**config.mk**
```make
export PLATFORM = sky130hd
export DESIGN_NAME = mac_job_sched
export DESIGN_NICKNAME = d
export VERILOG_FILES = /design/src/rtl/mac_job_sched.sv
export SDC_FILE = /design/constraint.sdc
export NUM_CORES = 1
export LEC_CHECK = 0
export CAP_MARGIN = 20
export CORE_ASPECT_RATIO = 0.6
export CORE_MARGIN = 8
export CORE_UTILIZATION = 45
export CTS_CLUSTER_SIZE = 40
export DETAILED_ROUTE_END_ITERATION = 10
export GPL_TIMING_DRIVEN = 0
export PLACE_DENSITY_LB_ADDON = 0.05
export REMOVE_ABC_BUFFERS = 1
export SLEW_MARGIN = 25
export SYNTH_ARGS = -nofsm -noshare
export SYNTH_HDL_FRONTEND = slang
export SYNTH_SLANG_ARGS = --single-unit
```
**constraint.sdc**
```tcl
create_clock -name clk -period 2.3 [get_ports clk]
set_input_delay 0.23 -clock clk [delete_from_list [all_inputs] [get_ports clk]]
set_output_delay 0.23 -clock clk [all_outputs]
set_load 0.01 [all_outputs]
```
**src/rtl/mac_job_sched.sv**
```systemverilog
// Dot-product job sequencer: streams operand RAM reads into the shared MAC and captures the result.
// Optional abort port pair enabled by defining MAC_JOB_SCHED_ABORT_EN.
module mac_job_sched #(
   parameter int DATA_W = 10,
   parameter int ACC_W  = 2 * DATA_W,
   parameter int ADDR_W = 8,
   parameter int LEN_W  = 8
) (
   input  logic              clk,
   input  logic              rst,
   input  logic              start,
   input  logic [ADDR_W-1:0] base_a,
   input  logic [ADDR_W-1:0] base_b,
   input  logic [LEN_W-1:0]  len,
`ifdef MAC_JOB_SCHED_ABORT_EN
   input  logic              abort,
   output logic              aborted,
`endif
   output logic              busy,
   output logic              done,
   output logic [ACC_W-1:0]  result,
   output logic              rd_en,
   output logic [ADDR_W-1:0] addr_a,
   output logic [ADDR_W-1:0] addr_b,
   output logic              mac_clr,
   output logic              mac_en,
   input  logic [ACC_W-1:0]  mac_acc
);

   typedef enum logic [2:0] {
      S_IDLE,
      S_CLEAR,
      S_FETCH,
      S_DRAIN1,
      S_DRAIN2,
      S_DONE
   } state_t;

   state_t            state, state_nx;
   logic [ADDR_W-1:0] base_a_q, base_b_q;
   logic [LEN_W-1:0]  cnt;
   logic              abort_hit;

`ifdef MAC_JOB_SCHED_ABORT_EN
   assign abort_hit = abort && (state inside {S_CLEAR, S_FETCH, S_DRAIN1, S_DRAIN2});
`else
   assign abort_hit = 1'b0;
`endif

   // Strobes decode directly from state so they are glitch-free of start and zero in reset.
   assign busy    = (state != S_IDLE);
   assign done    = (state == S_DONE);
   assign rd_en   = (state == S_FETCH);
   assign mac_clr = (state == S_CLEAR);

   always_comb begin
      // NOTE: every always_comb output gets a default first so no path can infer a latch.
      state_nx = state;
      case (state)
         S_IDLE:   if (start) state_nx = (len == '0) ? S_DONE : S_CLEAR;
         S_CLEAR:  state_nx = S_FETCH;
         S_FETCH:  if (cnt == LEN_W'(1)) state_nx = S_DRAIN1;
         S_DRAIN1: state_nx = S_DRAIN2;
         S_DRAIN2: state_nx = S_DONE;
         S_DONE:   state_nx = S_IDLE;
         default:  state_nx = S_IDLE;
      endcase
      if (abort_hit) state_nx = S_IDLE;
   end

   // NOTE: all state below uses non-blocking assignments so every register samples pre-edge values.
   always_ff @(posedge clk or posedge rst) begin
      if (rst) begin
         state    <= S_IDLE;
         base_a_q <= '0;
         base_b_q <= '0;
         cnt      <= '0;
         addr_a   <= '0;
         addr_b   <= '0;
         result   <= '0;
         mac_en   <= 1'b0;
      end else begin
         state  <= state_nx;
         // Operands appear on the RAM outputs one cycle after the read strobe.
         mac_en <= rd_en && !abort_hit;
         case (state)
            S_IDLE: begin
               if (start) begin
                  base_a_q <= base_a;
                  base_b_q <= base_b;
                  cnt      <= len;
                  if (len == '0) result <= '0;
               end
            end
            S_CLEAR: begin
               addr_a <= base_a_q;
               addr_b <= base_b_q;
            end
            S_FETCH: begin
               addr_a <= addr_a + 1'b1;
               addr_b <= addr_b + 1'b1;
               cnt    <= cnt - 1'b1;
            end
            S_DRAIN2: begin
               if (!abort_hit) result <= mac_acc;
            end
            default: ;
         endcase
      end
   end

`ifdef MAC_JOB_SCHED_ABORT_EN
   always_ff @(posedge clk or posedge rst) begin
      if (rst) aborted <= 1'b0;
      else     aborted <= abort_hit;
   end
`endif

endmodule

```
==> impl_metrics.sql, run 1 <==
INSERT INTO impl_metrics (metric_group, metric, value, unit) VALUES
('grt', 'gr-total-overflow', '0', ''),
('layout', 'n_antenna_cell', '0', ''),
('sta', 'final_min_period_over_clock_period', '96.4', '%'),
('layout', 'syn_to_final_growth', '43.0', '%'),
('grt', 'grt_first_pass_wirelength', '12900', 'um'),
('sta', 'timing.final.hold_violations', '0', ''),
('floorplan', 'chipWidth', '119', 'um'),
('yosys', 'post_synth_instance_area', '2870', 'um2'),
('power', 'pwr-share-comb', '44.6', '%'),
('routing', 'wirelength', '7720', 'um'),
('placement', 'placed_instances', '440', ''),
('clocking', 'cts_root_buffer', 'sky130_fd_sc_hd__clkbuf_8', ''),
('yosys', 'synth_compound_area_share', '17.9', '%'),
('yosys', 'synth.top_cell.area_share', '55.8', '%'),
('power', 'internal_power', '3.73', 'mW'),
('floorplan', 'floorplan.io_pins', '88', ''),
('placement', 'globalplace.congestion', '0.786', ''),
('sta', 'post-route-min-period', '2.22', 'ns'),
('layout', 'finish.utilization', '66.8', '%'),
('yosys', 'synth_commonest_cells', 'sky130_fd_sc_hd__nand2_1 (65), sky130_fd_sc_hd__dfrtp_1 (64), sky130_fd_sc_hd__a22o_1 (20), sky130_fd_sc_hd__nor2_1 (18), sky130_fd_sc_hd__and3_1 (10)', ''),
('yosys', 'synth.top_cells.by_area', 'sky130_fd_sc_hd__dfrtp_1 (56%), sky130_fd_sc_hd__nand2_1 (8.5%), sky130_fd_sc_hd__a22o_1 (6.1%), sky130_fd_sc_hd__nor2_1 (2.4%), sky130_fd_sc_hd__and3_1 (2.2%)', ''),
('power', 'power_switching', '2.19', 'mW'),
('clocking', 'max-clock-path-buffers', '2', ''),
('sta', 'drv_slew', '0', ''),
('power', 'p_total', '5.92', 'mW'),
('floorplan', 'dieHeight', '77.8', 'um'),
('worst_hold_path', 'hp-class', 'in2async', ''),
('floorplan', 'floorplan.die_area', '9270', 'um2'),
('grt', 'number_of_antenna_violations_at_the_first_check_in_global_routing', '0', ''),
('worst_setup_path', 'worst_setup_path_start_kind', 'register', ''),
('grt', 'first_global_vias', '2502', ''),
('yosys', 'synth_edf_count', '0', ''),
('worst_setup_path', 'crit-reg2reg-launch', 'state[2]$_DFFE_PP0P_', ''),
('layout', 'fin_cells', '458', ''),
('yosys', 'synth-xor-area-share', '0', '%'),
('grt', 'largest_net_degree_at_the_start_of_global_routing', '41', ''),
('routing', 'dr_total_vias', '2441', ''),
('worst_setup_path', 'max_stage_delay', '0.56', 'ns'),
('layout', 'final_area', '4100', 'um2'),
('worst_setup_path', 'worstRegToRegCells', '3', ''),
('sta', 'post-route-worst-setup-slack', '0.0834', 'ns'),
('power', 'cellLeakagePower', '1.84', 'nW'),
('power', 'powerDensity', '1440', 'nW/um2'),
('clocking', 'clock_sinks', '64', ''),
('sta', 'finalSetupTns', '0', 'ns'),
('floorplan', 'start_util', '46.7', '%'),
('sta', 'worstMarginPinSlew', '0.953', 'ns'),
('sta', 'timing.fmax', '451', 'MHz'),
('placement', 'io_buffers', '87', ''),
('sta', 'report.final.setup_viol', '0', ''),
('layout', 'final-seq-area', '1600', 'um2'),
('worst_setup_path', 'reg2reg_setup_slack', '0.24', 'ns'),
('yosys', 'async_reset_ff_share', '100', '%'),
('yosys', 'synthesized_area_per_cell', '10.2', 'um2'),
('routing', 'post-route-drc-count', '0', ''),
('placement', 'post-dp-hpwl', '5480', 'um'),
('status', 'outcome', 'complete, no violations', ''),
('routing', 'dr.first_iter.drc_count', '153', ''),
('worst_setup_path', 'crit_path_top_delay_cell', 'sky130_fd_sc_hd__clkdlybuf4s50_1', ''),
('worst_setup_path', 'timing.critical_path.arrival', '1.99', 'ns'),
('yosys', 'dominant_cell_by_count_in_the_synthesized_netlist', 'sky130_fd_sc_hd__nand2_1', ''),
('worst_setup_path', 'worstSetupEndpointType', 'output port', ''),
('power', 'vdd_drop_max', '614', 'uV'),
('yosys', 'yosysTopAreaCell', 'sky130_fd_sc_hd__dfrtp_1', ''),
('sta', 'unrepaired_setup_endpoints_after_global_routing', 'false', ''),
('sta', 'maxSlewHeadroom', '36.4', '%'),
('sta', 'final_hold_slack', '0.217', 'ns'),
('power', 'seq_power_share', '36.2', '%'),
('grt', 'grt_usage', '17.0', '%'),
('power', 'switching_share', '37.0', '%'),
('worst_setup_path', 'worstPathMaxFanout', '12', '');
-- power groups by stage --
stage	Sequential, mW	Clock [mW]	Combinational, mW
finish	2.14	1.14	2.64
global route	2.22	1.21	2.92
CTS	2.13	1.15	2.67
detailed placement	2.15	0	2.58
global placement	2.12	0	2.50
floorplan	2.18	0	1.30
-- metal layers --
layer,up-vias,part of all wire [%],GRT usage (%)
met4,0,0.51,4.89
li1,1196,-,-
met2,92,44,25.6
met5,-,0,0
met1,1149,47,23.1
met3,4,8.5,5.06
-- cells in the final DEF (no fill, tap or decap), drive strengths merged, types with 5 or more instances in the layout --
cell	count
dfrtp	64
a211oi	5
clkbuf	12
nand3	6
and3	10
inv	7
buf	7
o221a	6
nand2	65
a21oi	8
clkdlybuf4s50	87
nor2	18
a22o	20
-- layout make-up --
| type | instances | share of cell area (%) |
|---|---|---|
| clock buffers | 12 | 4.03 |
| inverters | 8 | 1.16 |
| well taps | 84 | 2.56 |
| multi-input cells | 192 | 28.6 |
| clock inverters | 4 | 1.83 |
| repair buffers | 94 | 22.7 |
| flip-flops and latches | 64 | 39.1 |
-- flip-flops by register name, indices dropped and copies added, names as in the netlist --
| register | flops |
|---|---|
| result | 20 |
| cnt | 8 |
| base_a_q | 8 |
| addr_b | 8 |
| state | 3 |
| addr_a | 8 |
| base_b_q | 8 |
| mac_en | 1 |
-- worst max-delay path by stage --
stage / startpoint / end / slack [ns] / depth (start not counted)
floorplan: state[2]$_DFFE_PP0P_ / cnt[1]$_DFFE_PP0P_ / -0.58 / 3
CTS: state[0]$_DFFE_PP0P_ / result[11]$_DFFE_PP0P_ / 0.05 / 5
finish: state[1]$_DFFE_PP0P_ / mac_clr / 0.08 / 3
detailed placement: state[1]$_DFFE_PP0P_ / addr_b[7]$_DFFE_PP0P_ / -0.03 / 6
global route: state[2]$_DFFE_PP0P_ / rd_en / 0.007 / 3
global placement: start / cnt[1]$_DFFE_PP0P_ / -2.45 / 4
-- worst max-delay path, delay by kind of cell, from the launching register on --
| kind | cells | cell delay (ns) |
|---|---|---|
| simple gates | 1 | 0.45 |
| flops | 1 | 0.49 |
| buf+inv | 2 | 0.72 |
-- logic make-up after synthesis --
| group | count (synthesis) |
|---|---|
| flops | 64 |
| mux | 1 |
| compound gates | 64 |
| buf+inv | 25 |
| simple gates | 123 |
| fa+ha+maj | 4 |
-- what timing repair did --
item | CTS | global route
setup endpoints to repair | 4 | 11
buffers inserted | 2 | 0
pin swaps | 2 | 0
gates resized for setup | 6 | 1
No activity file was read; power rests on OpenSTA's default activity.
==> run 2, diff against run 1 <==
Settings changed: CTS_CLUSTER_SIZE 40 to 24.
Clock period 2.3 ns to 2.8 ns, I/O delays scaled along.
==> impl_metrics.sql, run 2 (synthesis gave the netlist of run 1 again) <==
INSERT INTO impl_metrics (metric_group, metric, value, unit) VALUES
('status', 'outcome', 'complete, no violations', ''),
('sta', 'timing.fmax', '378', 'MHz'),
('placement', 'detailed_place.area', '3830', 'um2'),
('sta', 'worstMarginPinSlew', '0.955', 'ns'),
('floorplan', 'start_util', '46.7', '%'),
('power', 'powerDensity', '1180', 'nW/um2'),
('power', 'internal_power', '3.03', 'mW'),
('clocking', 'cts_root_buffer', 'sky130_fd_sc_hd__clkbuf_8', ''),
('routing', 'dr.first_iter.drc_count', '147', ''),
('floorplan', 'floorplan.rows', '22', ''),
('layout', 'largest_register_ff_count', '20', ''),
('clocking', 'clock_latency', '0.33', 'ns'),
('power', 'pwr-share-comb', '44.1', '%'),
('layout', 'fin_cells', '456', ''),
('layout', 'finish.utilization', '66.3', '%'),
('routing', 'detail-route-antenna-nets', '0', ''),
('floorplan', 'chipWidth', '119', 'um'),
('worst_setup_path', 'buf_inv_on_cp', '2', ''),
('floorplan', 'fp.coreArea', '6140', 'um2'),
('placement', 'io_buffers', '87', ''),
('power', 'seq_power_share', '36.5', '%'),
('worst_setup_path', 'worstSetupEndpointType', 'output port', ''),
('routing', 'dr_total_vias', '2455', ''),
('power', 'cellLeakagePower', '1.83', 'nW'),
('clocking', 'cts.hold.buffers_added', '0', ''),
('worst_setup_path', 'worstPathMaxFanout', '24', ''),
('worst_setup_path', 'timing.critical_path.cells', 'or3b_1 -> clkinv_4 -> clkdlybuf4s50_1', ''),
('clocking', 'cts_htree_levels', '3', ''),
('routing', 'routed_wire_length_per_instance', '16.9', 'um'),
('worst_setup_path', 'max_stage_delay', '0.61', 'ns'),
('layout', 'most_common_library_cell_in_the_layout_ignoring_fill_and_taps', 'sky130_fd_sc_hd__clkdlybuf4s50_1', ''),
('placement', 'post-dp-hpwl', '5480', 'um'),
('floorplan', 'floorplan.io_pins', '88', ''),
('layout', 'syn_to_final_growth', '41.9', '%'),
('grt', 'largest_net_degree_at_the_start_of_global_routing', '41', ''),
('worst_setup_path', 'worstRegToRegCells', '6', ''),
('sta', 'drv_slew', '0', ''),
('power', 'pwr-share-clk', '19.4', '%'),
('job', 'timing.max_cap.violations', '0', ''),
('worst_setup_path', 'worst_setup_path_start_kind', 'register', ''),
('routing', 'via_per_inst', '5.38', ''),
('clocking', 'post_cts_resize_count', '0', ''),
('routing', 'post-route-drc-count', '0', ''),
('worst_setup_path', 'reg2reg_to', 'addr_b[7]$_DFFE_PP0P_', ''),
('sta', 'final_min_period_over_clock_period', '94.5', '%'),
('layout', 'fill_cells', '536', ''),
('worst_setup_path', 'worst-path-stages', '3', ''),
('clocking', 'tritoncts', 'yes', ''),
('grt', 'first_global_vias', '2503', ''),
('sta', 'maxSlewHeadroom', '36.4', '%'),
('clocking', 'clock_sinks', '64', ''),
('sta', 'post-route-min-period', '2.65', 'ns'),
('routing', 'drt_first_pass_iters', '4', ''),
('layout', 'finish.net_count', '418', ''),
('worst_setup_path', 'crit-reg2reg-launch', 'state[0]$_DFFE_PP0P_', ''),
('layout', 'mostFrequentLayoutCells', 'sky130_fd_sc_hd__clkdlybuf4s50_1 (87), sky130_fd_sc_hd__nand2_1 (65), sky130_fd_sc_hd__dfrtp_1 (64)', ''),
('grt', 'gr-total-overflow', '0', ''),
('worst_setup_path', 'timing.critical_path.arrival', '2.37', 'ns'),
('placement', 'placed_instances', '440', ''),
('clocking', 'path_clk_slew', '0.07', 'ns'),
('power', 'switching_share', '37.0', '%'),
('floorplan', 'dieHeight', '77.8', 'um'),
('sta', 'final_hold_slack', '0.266', 'ns'),
('worst_setup_path', 'path_class', 'reg2out', ''),
('sta', 'timing.final.hold_violations', '0', ''),
('layout', 'final_area', '4070', 'um2'),
('worst_setup_path', 'timing.critical_path.max_delay_family', 'buffers and inverters', ''),
('floorplan', 'floorplan.die_area', '9270', 'um2'),
('grt', 'grt_first_pass_wirelength', '12900', 'um'),
('sta', 'worst_clock_skew', '0.0107', 'ns'),
('worst_setup_path', 'crit_path_top_delay_cell', 'sky130_fd_sc_hd__or3b_1', ''),
('grt', 'grt_usage', '16.9', '%'),
('power', 'vdd_drop_max', '495', 'uV'),
('power', 'power_switching', '1.78', 'mW'),
('routing', 'wirelength', '7720', 'um'),
('layout', 'register_ranked_first_by_flip_flop_count', 'result', ''),
('clocking', 'max-clock-path-buffers', '2', ''),
('clocking', 'postCtsSetupRepairBufs', '0', ''),
('worst_setup_path', 'timing.critical_path.to', 'rd_en', ''),
('layout', 'n_antenna_cell', '0', ''),
('clocking', 'tritoncts.num_buffers', '9', ''),
('sta', 'unrepaired_setup_endpoints_after_global_routing', 'false', ''),
('sta', 'report.final.setup_viol', '0', ''),
('worst_setup_path', 'reg2reg_setup_slack', '0.44', 'ns'),
('worst_setup_path', 'cp_data_required_time', '2.52', 'ns'),
('placement', 'globalplace.congestion', '0.786', ''),
('grt', 'number_of_antenna_violations_at_the_first_check_in_global_routing', '0', ''),
('worst_hold_path', 'hp-class', 'in2async', ''),
('worst_setup_path', 'timing.critical_path.from', 'state[1]$_DFFE_PP0P_', ''),
('layout', 'post_route_cells_drive_above_1_share', '8.87', '%');
[run 2: changes by cell type in the layout (fill, tap and decap cells not counted)]
cell                       before  now
sky130_fd_sc_hd__inv_4          2    1
sky130_fd_sc_hd__and2_1         1    2
sky130_fd_sc_hd__and2_2         1    0
sky130_fd_sc_hd__clkinv_8       1    0
sky130_fd_sc_hd__dfrtp_2        2    0
sky130_fd_sc_hd__clkinv_4       0    1
sky130_fd_sc_hd__inv_2          1    2
sky130_fd_sc_hd__or3b_4         2    1
sky130_fd_sc_hd__or3b_1         0    1
sky130_fd_sc_hd__dfrtp_1       62   64
sky130_fd_sc_hd__buf_4          2    0
[run 2: layer usage]
layer / vias up / GRT usage (%) / share of wire, %
li1: 1194 / - / -
met1: 1167 / 22.9 / 47
met2: 92 / 25.7 / 44
met3: 2 / 5.06 / 8.8
met4: 0 / 4.89 / 0.31
met5: - / 0 / 0
[run 2: through the flow]
step | setup WS [ns] | total power [mW] | setup TNS [ns]
finish | 0.154 | 4.81 | 0
global route | 0.0398 | 5.15 | 0
CTS | 0.101 | 4.83 | 0
detailed placement | 0.469 | 3.88 | 0
global placement | -2.00 | 3.79 | -49.04
floorplan | -0.0772 | 2.86 | -0.158
[run 2: layout make-up]
cell class	count	area, um2	area share (%)
multi-input cells	192	1170	28.7
well taps	84	105	2.58
flip-flops and latches	64	1600	39.4
repair buffers	92	917	22.5
inverters	8	37.5	0.923
clock buffers	12	165	4.06
clock inverters	4	75.1	1.85
[run 2: power by group through the flow]
stage	Sequential [mW]	Clock, mW	Combinational [mW]
5_1_grt	1.82	0.991	2.34
2_1_floorplan	1.79	0	1.07
4_1_cts	1.75	0.941	2.14
3_3_place_gp	1.74	0	2.05
3_5_place_dp	1.76	0	2.12
6_report	1.76	0.931	2.12
[run 2: worst min-delay path by stage]
stage | cells after the start | from | slack (ns) | end
finish | 2 | rst | 0.27 | mac_en$_DFF_PP0_
global route | 2 | rst | 0.29 | mac_en$_DFF_PP0_
CTS | 2 | rst | 0.28 | mac_en$_DFF_PP0_
detailed placement | 2 | base_b_q[5]$_DFFE_PP0P_ | 0.47 | base_b_q[5]$_DFFE_PP0P_
global placement | 2 | base_a_q[0]$_DFFE_PP0P_ | 0.46 | base_a_q[0]$_DFFE_PP0P_
floorplan | 2 | base_a[0] | 0.39 | base_a_q[0]$_DFFE_PP0P_
==> patch, RTL diff (flow settings as in run 1) <==
Change the parameter `DATA_W` from 10 to 14.
--- a/src/rtl/mac_job_sched.sv
+++ b/src/rtl/mac_job_sched.sv
@@ -1,7 +1,7 @@
 // Dot-product job sequencer: streams operand RAM reads into the shared MAC and captures the result.
 // Optional abort port pair enabled by defining MAC_JOB_SCHED_ABORT_EN.
 module mac_job_sched #(
-   parameter int DATA_W = 10,
+   parameter int DATA_W = 14,
    parameter int ACC_W  = 2 * DATA_W,
    parameter int ADDR_W = 8,
    parameter int LEN_W  = 8
Ports: changed (resized mac_acc and result); port bits go from 88 to 104. The function was not compared with the original's and may differ.
==> patch against run 1 <==
Sequential power is 15% higher. Routed wire length is 25% higher. Synthesized area is 18% higher. Clock power is 25% higher. Final area is 19% higher. First-iteration DRC count is 38% higher. Highest routed layer unchanged. Setup slack worse by 13 ps. Critical path type unchanged. Register-to-register slack worse by 40 ps. Total power is 20% higher. Sequential cell count is 8 higher. Final cell count is 26% higher. Die area is 14% higher. Utilization is 0.47 points higher.
==> patch: results (changes against run 1) <==
stage,metric,value,unit,change
routing,Initial DRT Pass Iterations,4,,unchanged
routing,drt wl/cell,16.7,µm,-0.80%
global_routing,vias in the first global route,2994,,+20%
outcome,status,"complete, no violations",,
power,leakage power,2.12,nW,+15%
cells_and_area,layout cells sized above 1,9.94,%,-0.49 points
routing,initial DRC count,211,,+38%
cells_and_area,max reg flops,28,,+40%
yosys,sequential share of the synthesized area,53.4,%,-2.4 points
clocking,clk buf depth,2,,unchanged
sta,clk_skew,4.37,ps,-6.58 ps
cells_and_area,Fillers,626,,+19%
place,DP Wirelength,6.55,mm,+20%
global_routing,antenna violations before repair,0,,unchanged
cells_and_area,largest register by flop count,result,,
yosys,Async SR Flop Fraction,100,%,unchanged
place,Inst Count DP,553,,+26%
place,IO buf count,103,,+18%
yosys,synth unique cells,44,,-2.2%
yosys,synth cell count leaders,"nand2_1 (117), dfrtp_1 (72), o21ai_0 (30)",,
worst_hold_path,Worst Hold Class,in -> async,,
setup_path,crit path max fanout,18,,+6
place,GP Congestion,0.787,,+0.20%
yosys,YS warnings,0,,unchanged
cells_and_area,# nets final,528,,+26%
global_routing,gr usage total,18.3,%,+1.4 points
power,worst vdd ir,0.686,mV,+12%
place,Placement Setup Slack,-475,ps,-446 ps
sta,Worst-Margin Slew,945,ps,-8.76 ps
place,Placement Cell Area,0.00449,mm²,+17%
yosys,Area contributors post-synth,"dfrtp_1 (53%), nand2_1 (13%), o21ai_0 (4.5%)",,
clocking,Clock Latency Late Sink,330,ps,
cells_and_area,diode count,0,,unchanged
clocking,total CTS buffers,9,,unchanged
clocking,H-tree levels,3,,unchanged
global_routing,largest net degree at the start of global routing,46,,+12%
global_routing,first-pass GRT wire length,15.5,mm,+20%
yosys,cells after synthesis,367,,+31%
clocking,"Clk pin slew, worst setup/hold paths",60,ps,
routing,DR vias/cell,5.32,,-0.24%
setup_path,worst path arrival time,2000,ps,
cells_and_area,"non-filler cells, final",577,,+26%
clocking,root buf cell,clkbuf_16,,
patch: kinds of logic after synthesis:
group	Yosys count	synth area share, %
flops	72	53.4
compound gates	61	12.4
fa+ha+maj	4	1.48
mux	5	1.56
simple gates	192	26.4
buf+inv	33	4.68
patch: timing repair:
item	in CTS	in global routing
cloned	0	0
setup buffers	2	7
pin swaps	2	0
gates resized for setup	12	2
setup endpoints to repair	18	13
patch: final timing paths:
| check | slack, ps | from | cells after the start | to |
|---|---|---|---|---|
| setup reg to reg | 200 | state[1]$_DFFE_PP0P_ | 4 | cnt[4]$_DFFE_PP0P_ |
| max in group asynchronous | 1470 | rst | 3 | state[2]$_DFFE_PP0P_ |
| min in group clk | 420 | base_b[7] | 3 | base_b_q[7]$_DFFE_PP0P_ |
| hold / removal | 250 | rst | 2 | base_a_q[5]$_DFFE_PP0P_ |
| setup / recovery | 70 | state[2]$_DFFE_PP0P_ | 3 | mac_clr |
| hold reg to reg | 480 | base_b_q[1]$_DFFE_PP0P_ | 2 | base_b_q[1]$_DFFE_PP0P_ |
patch: layer usage:
metal | GRT usage (%) | vias up | part of all wire (%)
met2 | 28.0 | 95 | 45
met3 | 5.48 | 8 | 7.4
met4 | 5.47 | 0 | 0.83
met5 | 0 | - | 0
met1 | 24.5 | 1479 | 47
li1 | - | 1486 | -
patch: stage by stage:
stage	TNS, ps	utilization [%]	hold slack (ps)
after floorplan	0	-	335
after global placement	-94740	60.6	461
after detailed placement	-6710	61.8	463
after CTS	0	66.5	258
after global routing	0	67.3	278
final	0	67.3	250
patch: final cells by class:
class                      instances  area (µm²)  share of cell area [%]
clock buffer                      12         267                    5.45
clock inverter                     3        40.0                   0.819
inverter                           8        50.0                    1.02
multi-input combinational        262        1430                    29.3
sequential                        72        1810                    36.9
tap                              104         130                    2.66
timing repair buffer             116        1160                    23.8
patch: critical path, stage by stage, from the launching register on:
cell and delay [ps]:
dfrtp_2 480, or3b_4 450, inv_6 160, clkdlybuf4s50_1 560
patch: where the power goes:
group / total [mW] / switching, mW / internal (mW)
combinational: 3.23 / 1.60 / 1.63
clock: 1.42 / 0.500 / 0.917
sequential: 2.47 / 0.544 / 1.92
total: 7.11 / 2.65 / 4.47
